===== src/rtl/alu_seq_ctrl_pkg.sv =====
// Shared definitions for the ALU command sequencer: widths, opcodes,
// FSM state encoding and the latched command record.
package alu_seq_pkg;

    localparam int DW = 16;  // datapath width
    localparam int RW = 2;   // register address width

    typedef enum logic [2:0] {
        OP_ADDC  = 3'b000,  // M + N + C
        OP_ADDHN = 3'b001,  // M + (N >>> 1)
        OP_INC   = 3'b010,  // M + 1
        OP_ADDHM = 3'b011,  // M + (M >>> 1)
        OP_AND   = 3'b100,
        OP_OR    = 3'b101,
        OP_NOT   = 3'b110,
        OP_ZERO  = 3'b111
    } opc_e;

    typedef enum logic [1:0] {
        IDLE = 2'b00,
        EXEC = 2'b01,
        DONE = 2'b10
    } state_e;

    // Command fields held stable for every iteration of one command.
    typedef struct packed {
        opc_e          opc;
        logic [RW-1:0] dst;
        logic [RW-1:0] src_m;
        logic [RW-1:0] src_n;
        logic          cin;
    } cmd_t;

endpackage


===== src/rtl/alu_seq_ctrl_alu.sv =====
// Team 16-bit combinational ALU. Signed arithmetic, results wrap mod 2^16.
module myALU_1
    import alu_seq_pkg::*;
(
    input  logic [DW-1:0] m_i,
    input  logic [DW-1:0] n_i,
    input  logic          c_i,
    input  logic [2:0]    opc_i,
    output logic [DW-1:0] out_o,
    output logic          zer_o,
    output logic          neg_o
);

    logic signed [DW-1:0] m_half;
    logic signed [DW-1:0] n_half;

    // Operation select; halves are formed in their own signed variables so
    // the arithmetic shift is not turned logical by an unsigned sum context.
    always_comb begin
        m_half = $signed(m_i) >>> 1;
        n_half = $signed(n_i) >>> 1;
        out_o  = '0;
        case (opc_e'(opc_i))
            OP_ADDC:  out_o = m_i + n_i + {{(DW-1){1'b0}}, c_i};
            OP_ADDHN: out_o = m_i + n_half;
            OP_INC:   out_o = m_i + {{(DW-1){1'b0}}, 1'b1};
            OP_ADDHM: out_o = m_i + m_half;
            OP_AND:   out_o = m_i & n_i;
            OP_OR:    out_o = m_i | n_i;
            OP_NOT:   out_o = ~m_i;
            OP_ZERO:  out_o = '0;
            default:  out_o = '0;
        endcase
        zer_o = (out_o == '0);
        neg_o = out_o[DW-1];
    end

endmodule


===== src/rtl/alu_seq_ctrl.sv =====
// Command sequencer around myALU_1: owns the register file, accepts one
// command in IDLE, repeats it (rep + 1) times in EXEC writing back each
// result, then pulses done for one cycle in DONE.
module alu_seq_ctrl
    import alu_seq_pkg::*;
#(
    parameter int REPW = 4,
    parameter int NREG = 4
) (
    input  logic            clk,
    input  logic            rstN,
    input  logic            cmdValid,
    output logic            cmdReady,
    input  logic [2:0]      cmdOpc,
    input  logic [RW-1:0]   cmdDst,
    input  logic [RW-1:0]   cmdSrcM,
    input  logic [RW-1:0]   cmdSrcN,
    input  logic            cmdCin,
    input  logic [REPW-1:0] cmdRep,
    input  logic            wrEn,
    input  logic [RW-1:0]   wrAddr,
    input  logic [DW-1:0]   wrData,
    input  logic [RW-1:0]   rdAddr,
    output logic [DW-1:0]   rdData,
    output logic            busy,
    output logic            done,
    output logic [DW-1:0]   result,
    output logic            zerF,
    output logic            negF
);

    state_e            state_q, state_d;
    cmd_t              cmd_q;
    logic [REPW-1:0]   cnt_q;
    logic [DW-1:0]     regs_q [NREG];
    logic [DW-1:0]     result_q;
    logic              zer_q, neg_q;

    logic              accept;
    logic              write_back;
    logic              host_we;
    logic [DW-1:0]     alu_out;
    logic              alu_zer, alu_neg;

    myALU_1 u_alu (
        .m_i   (regs_q[cmd_q.src_m]),
        .n_i   (regs_q[cmd_q.src_n]),
        .c_i   (cmd_q.cin),
        .opc_i (cmd_q.opc),
        .out_o (alu_out),
        .zer_o (alu_zer),
        .neg_o (alu_neg)
    );

    // FSM state register.
    // NOTE: clocked state uses non-blocking (<=) so every flop samples the
    // pre-edge values; blocking here would create order-dependent races.
    always_ff @(posedge clk or negedge rstN) begin
        if (!rstN) state_q <= IDLE;
        else       state_q <= state_d;
    end

    // Next-state and handshake/status outputs.
    // NOTE: every output gets a default first so no path leaves one
    // unassigned, which would otherwise infer a latch.
    always_comb begin
        state_d    = state_q;
        cmdReady   = 1'b0;
        busy       = 1'b0;
        done       = 1'b0;
        accept     = 1'b0;
        write_back = 1'b0;
        case (state_q)
            IDLE: begin
                cmdReady = 1'b1;
                if (cmdValid) begin
                    accept  = 1'b1;
                    state_d = EXEC;
                end
            end
            EXEC: begin
                busy       = 1'b1;
                write_back = 1'b1;
                if (cnt_q == '0) state_d = DONE;
            end
            DONE: begin
                busy    = 1'b1;
                done    = 1'b1;
                state_d = IDLE;
            end
            default: state_d = IDLE;
        endcase
    end

    assign host_we = wrEn && (state_q == IDLE);

    // Command latch on acceptance; remaining-iteration counter stops at 0.
    always_ff @(posedge clk or negedge rstN) begin
        if (!rstN) begin
            cmd_q <= '0;
            cnt_q <= '0;
        end else if (accept) begin
            cmd_q <= '{opc: opc_e'(cmdOpc), dst: cmdDst, src_m: cmdSrcM,
                       src_n: cmdSrcN, cin: cmdCin};
            cnt_q <= cmdRep;
        end else if (write_back && cnt_q != '0) begin
            cnt_q <= cnt_q - {{(REPW-1){1'b0}}, 1'b1};
        end
    end

    // Register file: ALU write-back in EXEC, host write in IDLE.
    // NOTE: this array is reset on purpose: the host may read any register
    // right after reset and expects zeros, so it cannot map to an unreset RAM.
    always_ff @(posedge clk or negedge rstN) begin
        if (!rstN) begin
            for (int i = 0; i < NREG; i++) regs_q[i] <= '0;
        end else if (write_back) begin
            regs_q[cmd_q.dst] <= alu_out;
        end else if (host_we) begin
            regs_q[wrAddr] <= wrData;
        end
    end

    // Last result and its flags, captured with every write-back.
    always_ff @(posedge clk or negedge rstN) begin
        if (!rstN) begin
            result_q <= '0;
            zer_q    <= 1'b0;
            neg_q    <= 1'b0;
        end else if (write_back) begin
            result_q <= alu_out;
            zer_q    <= alu_zer;
            neg_q    <= alu_neg;
        end
    end

    assign rdData = regs_q[rdAddr];
    assign result = result_q;
    assign zerF   = zer_q;
    assign negF   = neg_q;

endmodule


===== config.mk =====
export PLATFORM = sky130hd
export DESIGN_NAME = alu_seq_ctrl
export DESIGN_NICKNAME = d
export VERILOG_FILES = /design/src/rtl/alu_seq_ctrl_pkg.sv /design/src/rtl/alu_seq_ctrl_alu.sv /design/src/rtl/alu_seq_ctrl.sv
export SDC_FILE = /design/constraint.sdc
export NUM_CORES = 1
export LEC_CHECK = 0
export CAP_MARGIN = 0
export CORE_MARGIN = 4
export CORE_UTILIZATION = 54
export DETAILED_ROUTE_END_ITERATION = 6
export PLACE_DENSITY = 0.79
export SLEW_MARGIN = 20
export SYNTH_ARGS = -nofsm -noshare
export SYNTH_HDL_FRONTEND = slang
export SYNTH_HIERARCHICAL = 1
export SYNTH_SLANG_ARGS = --single-unit

===== constraint.sdc =====
create_clock -name clk -period 4.18 [get_ports clk]
set_clock_uncertainty 0.05 [all_clocks]
set_input_delay 0.836 -clock clk [delete_from_list [all_inputs] [get_ports clk]]
set_output_delay 0.836 -clock clk [all_outputs]
set_load 0.05 [all_outputs]

Yosys cells after proc, flatten, opt, wreduce, memory -nomap -nowiden
Cells that the tools add are included.

Output and inout bits: 37. Input port bits: 38. Word-level logic and storage cells: 88. Register bits: 98.

Bitwise operators: 8. Magnitude comparators: 7. Muxes and demuxes: 29. Equality and inequality tests: 11. Reduce and logical (&&, ||, !) cells: 13. Add/subtract/negate cells: 6.

Operators by type and width (count): 64-bit bitwise mux (2); 16-bit two-way mux (8); 64-bit two-way mux (2); 16-bit one-hot mux with 8 select lines (1); 16-bit binary-select mux with 2-bit select (3); 16-bit demux with 2-bit select (2); 16-bit adder (3); 16-bit by 1-bit adder with 16-bit output (1); 16-bit by 1-bit adder with 16-bit output, second input constant (1); 16-bit bitwise AND (1); 16-bit zero test (1); 16-bit inverter (1); 16-bit bitwise OR (1); 3-bit >= comparator, second input constant (5); 2-bit inverter with 3-bit output (5); 3-bit equality test, second input constant (4); 4-bit two-way mux (2); 3-bit by 2-bit equality test with 1-bit output, second input constant (2); 3-bit by 1-bit < comparator with 1-bit output, second input constant (2); 1-bit two-way mux (6); 1-bit logical AND (4); 4-bit zero test (1); 2-bit two-way mux (2); 2-bit inequality test, second input constant (2); 11 further kinds (12).

Longest topological paths before layout
Depth after elaboration: 9. Mapped depth: 20. Depth with buffers taken out: 17.

Cells and area by module
Netlist, hierarchy kept.

Modules (own cells, without submodules): alu_seq_ctrl (seq. area each 2452.4 um^2, instances 1, area each 5771.8 um^2, cells an instance 462); myALU_1 (seq. area each 0.0 um^2, instances 1, area each 2534.9 um^2, cells an instance 377).

Least setup slack after synthesis
OpenSTA, ideal clock, no wires.

Path type: register to register. From: register cmd_q[3] (netlist bit). To: register zer_q, in the netlist zerF. Data arrival time: 3.811 ns. Cell stages (with the launch flop): 15. Slack: 0.194 ns. Setup time: 0.125 ns. Period minus slack after synthesis: 3.986 ns. Data required time: 4.005 ns. Path buffers: 1. Cells stage by stage: dfrtp_1 > buf_2 > mux4_2 > fa_1 > fa_1 > a211oi_2 > o21ai_1 > and4_1 > a2111oi_4 > nor3_1 > nor3_2 > xor2_1 > o21ai_1 > nor4_2 > mux2_2.

Longest elaborated chain between the ends: 8. Elaborated cells between the ends (all ways): 14. Classes of those cells: add/sub: 5; mux: 4; bitwise: 4; reduce/logical: 1.

Ends and longest elaborated chain: start, declared (line alu_seq_ctrl.sv:33) `cmd_t cmd_q;`; start signal, assigned (line alu_seq_ctrl.sv:103) `cmd_q <= '{opc: opc_e'(cmdOpc), dst: cmdDst, src_m: cmdSrcM,`; 2-bit inverter with 3-bit output (implied by the code) * (line alu_seq_ctrl.sv:46) `.m_i (regs_q[cmd_q.src_m]),`; 16-bit binary-select mux with 2-bit select * (line alu_seq_ctrl.sv:46); 16-bit two-way mux (implied by the code) * (2 in series) (line alu_seq_ctrl.sv:46); 16-bit adder (line alu_seq_ctrl_alu.sv:24) `OP_ADDC: out_o = m_i + n_i + {{(DW-1){1'b0}}, c_i};`; 16-bit by 1-bit adder with 16-bit output (line alu_seq_ctrl_alu.sv:24); 16-bit one-hot mux with 8 select lines * (line alu_seq_ctrl_alu.sv:23) `case (opc_e'(opc_i))`; via alu_out[14] (line alu_seq_ctrl.sv:42) `logic [DW-1:0] alu_out;`; 16-bit zero test * (line alu_seq_ctrl_alu.sv:34) `zer_o = (out_o == '0);`; via alu_zer (line alu_seq_ctrl.sv:43) `logic alu_zer, alu_neg;`; end signal, assigned (line alu_seq_ctrl.sv:132) `zer_q <= alu_zer;`; end, declared (line alu_seq_ctrl.sv:37) `logic zer_q, neg_q;`.

Mark *: on every way through the listed nets, which the timed path passes. The rest lies on a longest branch. The select of a mux whose other input is x is not followed. A chain may end at the register's enable or synchronous reset.

Worst setup path in the final report
Ends and elaborated chain as after synthesis.

==> reports/summary.txt <==
status - complete, no violations
R2R cell count - 14
crit-path cells - mux4_2 -> fa_2 -> fa_1 -> a211oi_2 -> o21ai_1 -> and4_1 -> a2111oi_4 -> nor3_1 -> nor3_2 -> xor2_1 -> o21ai_1 -> buf_4 -> nor4_2 -> mux2_2
# diodes - 0
worst hold path class - reg2reg
most used cell, CP - o21ai_1
Synthesis Warnings - 6
grt total ovfl - 0
TNS Setup - 0 ns
top-area cell type share of the netlist area - 29.5%
Final setup viols - 0
Slew HR - 34.9%
Fillers - 1,203
Hold Crit Depth - 1
Final nets - 1,004
Max Transition Viols Final - 0
worst path bufs/invs - 1
hold buffers post-CTS - 0
number of global-route vias before repair - 7,233
area of the multi-input gates - 5390 sq um
row count - 45
drt drc - 0
WL final - 24,600 microns
Worst Path Arrival - 4.30 ns
Cell Area, Synth - 8310 sq um
vias - 7,499
IO Count - 75
Sinks on Clock Net - 98
crit path from - cmd_q[3]$_DFFE_PN0P_
Cells after Synth - 839
first-pass detailed-route iteration total - 7
# port buffers - 74
DR WL/cell - 22.3 microns
Clock Latency Late Sink - 0.35 ns
fin cells - 1,104
initial antenna violation count - 0
CTS tree - built
register area - 2450 sq um
Die ar. - 17,400 sq um
placed insts - 1,081
CP endpoint kind - flip-flop
hpwl dp - 17,500 microns
Total GRT Usage - 27.7%
sequential area share after synthesis - 29.5%
Crit Path Category - reg2reg
critical path peak fanout - 6
die width - 132 microns
flops & latches, synth - 98
top post-synthesis cells by area - dfrtp_1, mux4_2, ha_1
largest buffer count on any clock path - 2
Max-cap violations - 0
maximum level of the CTS H-tree - 3
synthesized area per cell - 9.90 sq um
Setup crit start kind - flip-flop
total CTS buffers - 9
CP peak stage delay - 0.56 ns
period utilisation layout - 97.3%
Worst R2R Start - cmd_q[3]$_DFFE_PN0P_
Most used DFF post-synth - dfrtp_1
Die H - 132 microns
CTS root buffer - clkbuf_16
net count after synthesis - 932
min cycle time layout - 4.07 ns
maximum clock rate - 246 MHz
hold path start - result[0]$_DFFE_PN0P_
core area - 15,100 sq um
initial DRC count - 1,020
first-pass GRT wire length - 38,900 microns
hold slack - 0.462 ns
Cell variety after synth - 70
largest net degree at the start of global routing - 82
ys async rst share - 100%
worst-margin pin slew - 0.973 ns
cell taking the most area after synthesis - dfrtp_1
GP Congestion - 1.01
clock-pin slew on the worst setup and hold paths - 0.07 ns
drt via density - 6.79
CP top delay family - adder cells
area grow syn2layout - 15.9%
Final ANT Viol Nets - 0
layout cells sized above 1 - 21.3%
starting density of the core - 54.8%
Critical Path RT - 4.41 ns
final hold violations - 0
Post-synth EDFFs - 0
slowest CP cell - mux4_2
critical path depth - 14
path summary, 6_finish.rpt:
path	end	slack [ns]
max	zerF$_DFFE_PN0P_	0.11
min	result[0]$_DFFE_PN0P_	0.46
max reg2reg	zerF$_DFFE_PN0P_	0.11
min reg2reg	result[0]$_DFFE_PN0P_	0.46
max in group asynchronous	regs_q[18]$_DFFE_PN0P_	2.84
min in group asynchronous	regs_q[28]$_DFFE_PN0P_	0.49
cell usage after synthesis (4+ instances only):
| library cell | n |
|---|---|
| buf_6 | 7 |
| buf_2 | 24 |
| nand2b_1 | 5 |
| a2bb2oi_1 | 54 |
| a21o_1 | 5 |
| nand2_1 | 120 |
| buf_4 | 4 |
| o21a_1 | 4 |
| nor2_1 | 27 |
| mux2i_1 | 4 |
| ha_1 | 52 |
| o21ai_0 | 27 |
| o221ai_1 | 6 |
| a2bb2oi_2 | 10 |
| o211ai_1 | 4 |
| o22ai_1 | 74 |
| a211oi_1 | 4 |
| o21ai_1 | 5 |
| o21ai_4 | 4 |
| dfrtp_1 | 98 |
| a21oi_1 | 38 |
| clkbuf_1 | 24 |
| nand3_1 | 6 |
| mux4_2 | 48 |
| xnor2_1 | 12 |
| mux2_2 | 29 |
| xor2_1 | 9 |
| nor3_1 | 10 |
| inv_1 | 41 |
| o31ai_1 | 16 |
cell type report:
type	count	area share, %
clock buffers	9	2.34
well taps	188	2.44
inverters	43	1.68
multi-input cells	637	56.0
clock inverters	7	0.624
flip-flops and latches	98	25.5
repair buffers	122	11.5
worst reg2reg max path, stage by stage, from the launching register on:
cell	delay [ns]
dfrtp_2	0.42
mux4_2	0.56
fa_2	0.44
fa_1	0.44
a211oi_2	0.25
o21ai_1	0.14
and4_1	0.24
a2111oi_4	0.33
nor3_1	0.12
nor3_2	0.16
xor2_1	0.19
o21ai_1	0.10
buf_4	0.18
nor4_2	0.23
mux2_2	0.17
metal layers:
layer	track usage (%)	vias to the layer above	wire length, microns
met2	45.7	437	11600
met4	9.51	0	876
met3	5.65	79	2300
met5	0	-	0
met1	36.7	3635	9880
li1	-	3348	-
what timing repair did:
| item | in CTS | in global routing |
|---|---|---|
| setup buffers | 0 | 7 |
| resized for setup | 0 | 7 |
| endpoints found under the setup margin | 0 | 14 |
state kept, by name, indices dropped and copies added, names as in the netlist:
| signal | count |
|---|---|
| negF | 1 |
| cmd_q | 10 |
| zerF | 1 |
| cnt_q | 4 |
| regs_q | 64 |
| state_q | 2 |
| result | 16 |
kinds of logic (layout without fill, tap and decap cells):
family,Yosys count,count (layout),synth area share [%]
compound gates,275,275,24.6
simple gates,205,205,11.8
buf+inv,104,181,5.89
flops,98,98,29.5
mux,81,81,17.4
fa+ha+maj,55,55,8.56
xor+xnor,21,21,2.21
per-stage QoR:
step / utilization, % / cell area [sq um] / worst slack [ns]
after global placement: 61.0 / 9230 / 0.129
after detailed placement: 61.0 / 9230 / 0.0392
final: 63.6 / 9630 / 0.114
after global routing: 63.6 / 9630 / -0.0190
after CTS: 62.8 / 9520 / 0.0196
after floorplan: - / 8310 / 0.194
layout by cell type, fill, tap and decap left out, drive strengths merged, types with 3 or more instances in the layout:
master / netlist / layout
clkbuf: 25 / 9
nor3: 13 / 13
fa: 3 / 3
xnor2: 12 / 12
dfrtp: 98 / 98
mux4: 48 / 48
o211ai: 4 / 4
nand3b: 4 / 4
nand2b: 5 / 5
mux2i: 4 / 4
clkdlybuf4s50: 0 / 57
nand3: 7 / 7
o21bai: 3 / 3
nor2: 27 / 27
or2: 4 / 4
o22ai: 74 / 74
a21o: 5 / 5
o21ai: 36 / 36
and3: 3 / 3
inv: 43 / 46
buf: 36 / 65
nand4: 3 / 3
nand2: 120 / 120
mux2: 29 / 29
a211oi: 6 / 6
ha: 52 / 52
o21a: 4 / 4
a21oi: 40 / 40
o221ai: 6 / 6
o31ai: 16 / 16
xor2: 9 / 9
a211o: 3 / 3
a2bb2oi: 64 / 64
Power is not shown: default switching activity piles up to over one toggle a cycle in this logic, so the estimate is an artifact.
